===== src/rtl/instr_decoder_pkg.sv =====
// Shared opcode constants, register-file types and decoder state for the decode stage.
package instr_decoder_pkg;

    localparam logic [4:0] SelsOpCode = 5'd7;
    localparam logic [4:0] HaltOpCode = 5'd31;
    localparam logic [4:0] NopOpCode  = 5'd0;

    // Register-file operation codes; the encoding is the raw opcode field.
    typedef enum logic [4:0] {
        OpNop  = 5'd0,
        OpAdd  = 5'd4,
        OpSub  = 5'd5,
        OpMov  = 5'd6,
        OpLoad = 5'd8,
        OpStor = 5'd9,
        OpIncr = 5'd10,
        OpDecr = 5'd11,
        OpAnd  = 5'd12,
        OpOr   = 5'd13,
        OpBizr = 5'd14,
        OpBnzr = 5'd15,
        OpXor  = 5'd16,
        OpNot  = 5'd17,
        OpShl  = 5'd18,
        OpShr  = 5'd19,
        OpRol  = 5'd20,
        OpRor  = 5'd21,
        OpCmp  = 5'd22,
        OpJmp  = 5'd23,
        OpCall = 5'd24,
        OpRet  = 5'd25,
        OpPush = 5'd26,
        OpPop  = 5'd27
    } reg_OP;

    typedef logic [3:0] register;

    typedef enum logic [1:0] {
        DecRst,
        DecRun,
        DecHalt
    } dec_state;

    // Opcodes that do nothing and are not counted as retired.
    function automatic logic is_nop_op(input logic [4:0] op);
        return (op < 5'd4) || ((op >= 5'd28) && (op <= 5'd30));
    endfunction

endpackage


===== src/rtl/instr_decoder_op_classifier.sv =====
// Combinational opcode classifier: register-file op code and operand routing class.
module op_classifier
    import instr_decoder_pkg::*;
#(
    parameter logic [4:0] SelsOp = SelsOpCode,
    parameter logic [4:0] HaltOp = HaltOpCode
) (
    input  logic [4:0] op_i,
    output logic [4:0] reg_op_o,
    output logic       src_from_opnd_o,
    output logic       dst_from_opnd_o,
    output logic       src_zero_o,
    output logic       is_sels_o,
    output logic       is_halt_o
);

    // Map opcode to register-file op and source/destination routing.
    always_comb begin
        reg_op_o        = NopOpCode;
        src_from_opnd_o = 1'b0;
        dst_from_opnd_o = 1'b0;
        src_zero_o      = 1'b0;
        is_sels_o       = (op_i == SelsOp);
        is_halt_o       = (op_i == HaltOp);

        if (!is_nop_op(op_i) && !is_sels_o && !is_halt_o) begin
            reg_op_o = op_i;
        end

        case (op_i)
            OpMov: dst_from_opnd_o = 1'b1;
            OpLoad: begin
                dst_from_opnd_o = 1'b1;
                src_zero_o      = 1'b1;
            end
            OpStor, OpBizr, OpBnzr: src_from_opnd_o = 1'b1;
            default: ;
        endcase
    end

endmodule


===== src/rtl/instr_decoder.sv =====
// Decode stage feeding the register file: run/halt FSM, SELS source latch, retire counter.
module instr_decoder
    import instr_decoder_pkg::*;
#(
    parameter int unsigned CNT_W   = 16,
    parameter logic [4:0]  SELS_OP = SelsOpCode,
    parameter logic [4:0]  HALT_OP = HaltOpCode
) (
    input  logic             clk,
    input  logic             start,
    input  logic [8:0]       instr,
    input  logic [9:0]       p,
    output logic [4:0]       reg_op,
    output logic [3:0]       reg_src,
    output logic [3:0]       reg_dst,
    output logic [3:0]       instr_o,
    output logic             movp,
    output logic             done,
    output logic [CNT_W-1:0] instr_count,
    output logic [9:0]       halt_pc
);

    logic [4:0]       op;
    logic [3:0]       opnd;
    logic             active;

    dec_state         state_q;
    logic             done_q;
    logic [9:0]       halt_pc_q;
    register          sel_src_q;
    logic [CNT_W-1:0] cnt_q, cnt_d;

    logic [4:0]       cls_reg_op;
    logic             cls_src_from_opnd;
    logic             cls_dst_from_opnd;
    logic             cls_src_zero;
    logic             cls_is_sels;
    logic             cls_is_halt;

    assign op      = instr[8:4];
    assign opnd    = instr[3:0];
    assign instr_o = opnd;

    // RST counts as active so the word at p=0 executes in the first non-start cycle.
    assign active = !start && (state_q != DecHalt);

    op_classifier #(
        .SelsOp(SELS_OP),
        .HaltOp(HALT_OP)
    ) u_op_classifier (
        .op_i           (op),
        .reg_op_o       (cls_reg_op),
        .src_from_opnd_o(cls_src_from_opnd),
        .dst_from_opnd_o(cls_dst_from_opnd),
        .src_zero_o     (cls_src_zero),
        .is_sels_o      (cls_is_sels),
        .is_halt_o      (cls_is_halt)
    );

    // Combinational decode outputs; forced to NOP with zero selects when not active.
    always_comb begin
        reg_op  = NopOpCode;
        reg_src = '0;
        reg_dst = '0;
        movp    = 1'b0;
        if (active) begin
            reg_op = cls_reg_op;
            if (cls_src_zero) begin
                reg_src = '0;
            end else if (cls_src_from_opnd) begin
                reg_src = opnd;
            end else begin
                reg_src = sel_src_q;
            end
            reg_dst = cls_dst_from_opnd ? opnd : 4'h0;
            movp    = (op == OpMov) && (opnd == 4'hF);
        end
    end

    // Run/halt FSM with registered done flag and halt-PC capture.
    always_ff @(posedge clk) begin
        if (start) begin
            state_q   <= DecRst;
            done_q    <= 1'b0;
            halt_pc_q <= '0;
        end else begin
            unique case (state_q)
                DecRst, DecRun: begin
                    if (cls_is_halt) begin
                        state_q   <= DecHalt;
                        done_q    <= 1'b1;
                        halt_pc_q <= p;
                    end else begin
                        state_q <= DecRun;
                    end
                end
                DecHalt: state_q <= DecHalt;
                default: state_q <= DecRst;
            endcase
        end
    end

    // Source-select latch: a SELS takes effect from the following cycle.
    always_ff @(posedge clk) begin
        if (start) begin
            sel_src_q <= '0;
        end else if (active && cls_is_sels) begin
            sel_src_q <= opnd;
        end
    end

    // Retired-instruction count, saturating at all-ones.
    always_comb begin
        cnt_d = cnt_q;
        if (active && !is_nop_op(op) && (cnt_q != '1)) begin
            cnt_d = cnt_q + CNT_W'(1);
        end
    end

    // Counter register.
    always_ff @(posedge clk) begin
        if (start) begin
            cnt_q <= '0;
        end else begin
            cnt_q <= cnt_d;
        end
    end

    assign done        = done_q;
    assign halt_pc     = halt_pc_q;
    assign instr_count = cnt_q;

endmodule

===== config.mk =====
export PLATFORM = sky130hd
export DESIGN_NAME = instr_decoder
export DESIGN_NICKNAME = d
export VERILOG_FILES = /design/src/rtl/instr_decoder_pkg.sv /design/src/rtl/instr_decoder_op_classifier.sv /design/src/rtl/instr_decoder.sv
export SDC_FILE = /design/constraint.sdc
export NUM_CORES = 1
export LEC_CHECK = 0
export ABC_AREA = 1
export CORE_UTILIZATION = 45
export DETAILED_ROUTE_END_ITERATION = 8
export GPL_ROUTABILITY_DRIVEN = 0
export MAX_ROUTING_LAYER = met4
export PLACE_DENSITY = 0.8
export REMOVE_ABC_BUFFERS = 1
export SLEW_MARGIN = 20
export SYNTH_ARGS = -nofsm -noshare
export SYNTH_HDL_FRONTEND = slang
export SYNTH_HIERARCHICAL = 1
export SYNTH_SLANG_ARGS = --single-unit

===== constraint.sdc =====
create_clock -name clk -period 2.16 [get_ports clk]
set_input_delay 0.54 -clock clk [delete_from_list [all_inputs] [get_ports clk]]
set_output_delay 0.54 -clock clk [all_outputs]
set_load 0.02 [all_outputs]

==> results of run 1 <==
[cell usage in the layout, fill, tap and decap left out, drive strengths merged, types with 4 or more instances in the layout]
cell,instances
nor2,80
o21ai,16
buf,41
nand3,9
nand2,80
clkdlybuf4s50,41
clkbuf,9
inv,36
dlygate4sd2,4
dfxtp,33
nand4,6
a21oi,22
[timing repair]
item / 4_1_cts / 5_1_grt
hold endpoints to repair: 0 / 0
pin swaps: 0 / 2
setup buffers: 0 / 1
endpoints found under the setup margin: 18 / 14
resized for setup: 79 / 18
[layer usage]
metal / track usage (%) / up-vias
li1: - / 1130
met1: 32.5 / 974
met2: 40.9 / 80
met3: 4.79 / 5
met4: 8.24 / 0
met5: - / -
[cell type report]
cell class,count,share of cell area (%)
Multi-Input combinational cell,228,37.5
Timing Repair Buffer,91,27.6
Sequential cell,33,23.6
Inverter,37,4.96
Clock buffer,5,2.46
Tap cell,50,2.23
Clock inverter,3,1.65
[power breakdown]
part / switching, W / leakage, nW / total, W / internal, W
clock: 0.000249 / 0.0543 / 0.000594 / 0.000345
combinational: 0.000129 / 0.886 / 0.000241 / 0.000112
sequential: 0.00000740 / 0.267 / 0.000626 / 0.000619
total: 0.000386 / 1.21 / 0.00146 / 0.00108
[cell families (layout without fill, tap and decap cells)]
| group | count (synthesis) | in the layout | share of synthesized area [%] |
|---|---|---|---|
| xor+xnor | 6 | 6 | 2.78 |
| fa+ha+maj | 1 | 1 | 0.661 |
| buf+inv | 49 | 136 | 11.0 |
| compound gates | 42 | 42 | 11.8 |
| simple gates | 179 | 179 | 38.9 |
| flops | 33 | 33 | 34.9 |
[through the flow]
stage | TNS, ns | setup slack, ns
floorplan | 0 | 0.0800
global placement | -12.07 | -0.728
detailed placement | -13.49 | -0.786
CTS | 0 | 0.000959
global route | 0 | 0.0173
finish | 0 | 0.0667
[state kept, by name, indices dropped and copies added (netlist names)]
signal and cells:
done 1, halt_pc 10, instr_count 16, sel_src_q 4, state_q 2
[how the worst max path moves through the flow]
stage          slack (ns)         end
3_5_place_dp        -0.79  reg_src[0]
5_1_grt              0.02  reg_src[0]
3_3_place_gp        -0.73  reg_src[0]
2_1_floorplan        0.08  reg_src[0]
4_1_cts             0.001   reg_op[0]
6_report             0.07        movp
[worst reg2reg max path: cells and delay by family (launching register included)]
| family | cells | cell delay, ns |
|---|---|---|
| AO/OA/AOI/OAI | 1 | 0.16 |
| AND/OR/NAND/NOR | 5 | 0.72 |
| flip-flops | 1 | 0.40 |
| buffers and inverters | 2 | 0.14 |
| adder cells (fa/ha/maj) | 1 | 0.21 |
==> flow_summary.ini, run 1 <==
[detailed_routing]
viasPerCell = 4.90
drt_wl_total_mm = 5.13
wl_met1_mm = 2.30
routed.top_layer = met4
antenna_left = 0
wl_per_cell_um = 11.5
wl_met2_mm = 2.49
vias = 2189
drc_errors = 0
firstDrtPassIters = 7
drtIter0Drc = 120
wl_met3_um = 292

[layout]
num_antenna_cells = 0
stdcell_area_um2 = 2800
drive_gt1_share_pct = 18.9
fin_util_pct = 69.5
area_growth_pct = 48.0
fin_nets = 418
final-seq-area_um2 = 661
multi_input_area_um2 = 1050
final_cells = 447
fillers = 370

[synthesis]
synthTopCellsByArea = dfxtp_1 (35%), nand2_1 (15%), nor2_1 (15%)
yosysWarnings = 6
synth-edff-count = 0
synthArstFlopShare_pct = 0
ys_seq_area_share_pct = 34.9
yosys_register_bits = 33
avgSynthCellArea_um2 = 6.11
ys.flop_type = dfxtp_1
synth.distinct_cells = 27
synth_cells = 310
syn_area_um2 = 1890
yosys-top-cells-count = nand2_1 (76), nor2_1 (76), inv_1 (34), dfxtp_1 (33), a21oi_1 (21)
yosysTopAreaCellShare_pct = 34.9
synth_area_leader_cell = dfxtp_1

[pwr]
p_per_area_nw_per_um2 = 522
peakVddDrop_uv = 522
finalPower_w = 0.00146
leakage_nw = 1.21

[critical_path]
r2r_setup_slack_ns = 0.46
reg2reg_depth = 9
cp_slowest_stage_delay_ns = 0.50
regToRegStartpoint = instr_count[0]
crit_path_top_delay_cell = clkdlybuf4s50_1
cp_num_buf_inv = 2
reg2reg_to = instr_count[15]
worstPathMaxFanout = 2
crit_start = instr[2]
required_ns = 1.62
end_kind = output pin
path_cells = clkdlybuf4s50_1, nand2_2, nor4_2, buf_4
worst-path-stages = 4
worst_ep_arrival_time_ns = 1.55
critPathTopFamily = buffers and inverters
path_class = in2out
crit_path_start_kind = input port

[min_path]
hold_depth = 2
worstHoldStart = sel_src_q[2]
whs_endpoint = sel_src_q[2]
hold_class = reg2reg

[clock_network]
h-tree-depth = 2
clock-sinks = 33
tritoncts = yes
cts_buffers = 5
clockBufferDepth = 2
clk_pin_slew_ns = 0.07
hold_buffers = 0
cts_root_buffer = clkbuf_8
clk_latency_ns = 0.29

[die]
ios = 66
rows = 23
die_h_um = 66.9
die_width_um = 66.9
die_area_um2 = 4470
start_util_pct = 47.0
core_area_um2 = 4030

[timing]
fmax_mhz = 478
finalCriticalPeriod_ns = 2.09
setup-violations-final = 0
relSlewSlack_pct = 75.0
maxSlewViolCount = 0
holdWs_ns = 0.472
fin_crit_sh_pct = 96.9
tightest_slew_ns = 0.374
hold_viol_final = 0
clock_skew_ns = 0.0113
rsz0062_at_grt = no

[global_route]
track_usage_pct = 25.7
grt_pass1_vias = 1979
overflow = 0
grt_pass1_wl_mm = 8.62
grt_max_degree = 21
antenna_found_initial = 0

[placed_design]
place_area_um2 = 2740
hpwl_mm = 3.75
dpl.cell_count = 438
portBuffers = 65

[flow_run]
maxCapViolCount = 0

[status]
status = finished, final reports clean
(Power assumes the default switching activity.)
==> run 2, diff against run 1 <==
--- a/config.mk
+++ b/config.mk
@@ -5,10 +5,9 @@
 export SDC_FILE = /design/constraint.sdc
 export NUM_CORES = 1
 export LEC_CHECK = 0
-export ABC_AREA = 1
-export CORE_UTILIZATION = 45
+export CAP_MARGIN = 20
+export CORE_UTILIZATION = 44
 export DETAILED_ROUTE_END_ITERATION = 8
-export GPL_ROUTABILITY_DRIVEN = 0
 export MAX_ROUTING_LAYER = met4
 export PLACE_DENSITY = 0.8
 export REMOVE_ABC_BUFFERS = 1
==> run 2 against run 1 <==
The run now ends with negative setup slack left. Global-route usage barely moved. Cell count fell by 21%. Via count fell by 13%. Flip-flop and latch count did not move. Routed wire length fell by 4.1%. Sequential power barely moved. Hold slack got worse by 0.019 ns. Critical path depth rose by 2. Largest power group unchanged. Highest routed layer unchanged. Critical path type unchanged. Largest cell class unchanged. Core utilization rose by 4.9 points. Critical endpoint is now reg_src[1]. Design area rose by 0.22%. Synthesized cell count fell by 30%. Power fell by 8.3%.
==> flow_summary.ini, run 2 <==
[synthesis]
yosys-top-cells-count = nand2_1 (36), dfxtp_1 (33), a21oi_1 (19), and3_1 (14), nor2_1 (13)
synth.distinct_cells = 43
ys.flop_type = dfxtp_1
synth_compound_area_share_pct = 13.9
yosysTopAreaCellShare_pct = 37.1
yosysWarnings = 6
synth_area_leader_cell = dfxtp_1
synthArstFlopShare_pct = 0
synth-xor-area-share_pct = 0.983
avgSynthCellArea_um2 = 8.21
yosys_register_bits = 33
synth-edff-count = 0
yosys.area_share.adder_pct = 0.702
synthTopCellsByArea = dfxtp_1 (37%), nand2_1 (7.6%), mux2i_1 (6.2%)
ys_seq_area_share_pct = 37.1
synthSimpleGateAreaFrac_pct = 33.4
synth_top_family_by_area = simple AND/OR/NAND/NOR gates
synthMuxAreaShare_pct = 7.44
synth_most_common_cell = nand2_1
syn_area_um2 = 1780
synth_cells = 217

[placed_design]
dpl.cell_count = 340
place_ws_ns = -0.978
hpwl_mm = 3.34
gp_congestion = 0.797
portBuffers = 65

[pwr]
finalPower_w = 0.00134
p_int_w = 0.000996
swShare_pct = 25.7
leakage_nw = 1.11
power.share.sequential_pct = 46.6
combPwrFrac_pct = 18.2
peakVddDrop_uv = 513
p_per_area_nw_per_um2 = 477
pwr-share-clk_pct = 35.2
power.switching_w = 0.000344

[die]
start_util_pct = 47.2
core_area_um2 = 3770
rows = 22
die_area_um2 = 4310
ios = 66
die_h_um = 65.6
die_width_um = 65.6

[min_path]
worstHoldStart = halt_pc[7]
whs_endpoint = halt_pc[7]
hold_depth = 2
hold_class = reg2reg

[global_route]
grt_pass1_wl_mm = 8.21
antenna_found_initial = 0
track_usage_pct = 25.7
overflow = 0
grt_pass1_vias = 1832
grt_max_degree = 31

[status]
failed_checks = negative setup slack
status = complete, but fails checks

[detailed_routing]
antenna_left = 0
wl_per_cell_um = 13.9
drtIter0Drc = 126
drt_wl_total_mm = 4.92
viasPerCell = 5.41
drc_errors = 0
firstDrtPassIters = 4
vias = 1914

[timing]
maxSlewViolCount = 0
finalSetupTns_ns = -0.843
holdWs_ns = 0.453
clock_skew_ns = 0.00492
fin_ws_ns = -0.136
tightest_slew_ns = 0.485
rsz0062_at_grt = yes
finalCriticalPeriod_ns = 2.30
fmax_mhz = 436
fin_crit_sh_pct = 106
setup-violations-final = 8
hold_viol_final = 0
relSlewSlack_pct = 67.4

[critical_path]
reg2reg_depth = 6
regToRegStartpoint = instr_count[0]
path_cells = buf_6, or3b_4, a21oi_4, mux2i_1, nor3_1, buf_2
required_ns = 1.62
worstPathMaxFanout = 4
cp_slowest_stage_delay_ns = 0.40
crit_path_top_delay_cell = or3b_4
r2r_setup_slack_ns = 0.24
reg2reg_to = instr_count[14]
crit_path_start_kind = input port
path_class = in2out
end_kind = output pin
worst_ep_arrival_time_ns = 1.76

[layout]
largest_register_ffs = 16
area_growth_pct = 57.6
final_cells = 354
drive_gt1_share_pct = 25.5
final_cell_mix = clkdlybuf4s50_1 (40), nand2_1 (35), dfxtp_1 (33)
fin_nets = 328
num_antenna_cells = 0
final_common_cell = clkdlybuf4s50_1

[clock_network]
clk_latency_ns = 0.29
tritoncts = yes
h-tree-depth = 2
clk_pin_slew_ns = 0.06
clock-sinks = 33
clockBufferDepth = 2
cts_root_buffer = clkbuf_8
cts_buffers = 5

[flow_run]
maxCapViolCount = 0
## run 2: cell count changes in the layout (fill, tap and decap cells not counted), moves of 5 or more
cell	previous run	this run
inv_1	32	0
or3_1	0	5
nand2_1	73	35
nand2_2	7	1
o21ai_0	16	4
nor2_1	72	13
buf_6	0	16
nor2_2	6	0
mux2i_1	0	11
and3_1	0	12
nor3_1	2	7
## run 2: layout make-up
cell class | count | area (um2)
clock buffers | 7 | 86.3
fillers | 285 | 963
inverters | 1 | 3.75
multi-input cells | 164 | 1080
flip-flops and latches | 33 | 661
well taps | 48 | 60.1
repair buffers | 101 | 921
## run 2: worst max path at each step
| stage | from | end | slack [ns] |
|---|---|---|---|
| floorplan | instr[6] | reg_src[0] | -0.14 |
| finish | instr[5] | reg_src[1] | -0.14 |
| global route | instr[5] | reg_src[1] | -0.19 |
| CTS | instr[5] | reg_src[1] | -0.13 |
| global placement | instr[4] | reg_src[3] | -0.95 |
| detailed placement | instr[4] | reg_src[1] | -0.98 |
## run 2: logic make-up (layout without fill, tap and decap cells)
group,count (synthesis),after routing
adder cells (fa/ha/maj),1,1
buffers and inverters,20,109
AND/OR/NAND/NOR,112,112
XOR/XNOR,2,2
AO/OA/AOI/OAI,36,36
multiplexers,13,13
flip-flops,33,33
## run 2: power by group through the flow
stage	sequential (W)	clock, W	combinational, W
2_1_floorplan	0.000646	0	0.0000642
3_3_place_gp	0.000638	0	0.000217
3_5_place_dp	0.000638	0	0.000219
4_1_cts	0.000625	0.000479	0.000228
5_1_grt	0.000626	0.000497	0.000263
6_report	0.000625	0.000471	0.000244
## run 2: per-layer routing
| metal | GRT usage (%) | share of wire (%) | wire length (um) | vias to the layer above |
|---|---|---|---|---|
| met1 | 30.3 | 43 | 2090 | 892 |
| met3 | 9.38 | 7.1 | 347 | 12 |
| li1 | - | - | - | 953 |
| met2 | 39.4 | 48 | 2380 | 57 |
| met5 | - | 0 | 0 | - |
| met4 | 10.3 | 2.1 | 103 | 0 |
## run 2: what timing repair did
| item | 4_1_cts | 5_1_grt |
|---|---|---|
| setup buffers | 4 | 2 |
| resized for setup | 104 | 21 |
| pin swaps | 11 | 8 |
| hold buffers | 0 | 0 |
| cloned | 1 | 0 |
| endpoints found under the setup margin | 29 | 14 |
## run 2: critical path: cells and delay by family
kind	cells	cell delay, ns
simple gates	2	0.59
buf+inv	2	0.28
compound gates	1	0.23
mux	1	0.11
## run 2: through the flow
step	area, um2	util [%]
2_1_floorplan	1670	-
3_3_place_gp	2610	69.2
3_5_place_dp	2610	69.2
4_1_cts	2730	72.5
5_1_grt	2810	74.5
6_report	2810	74.5
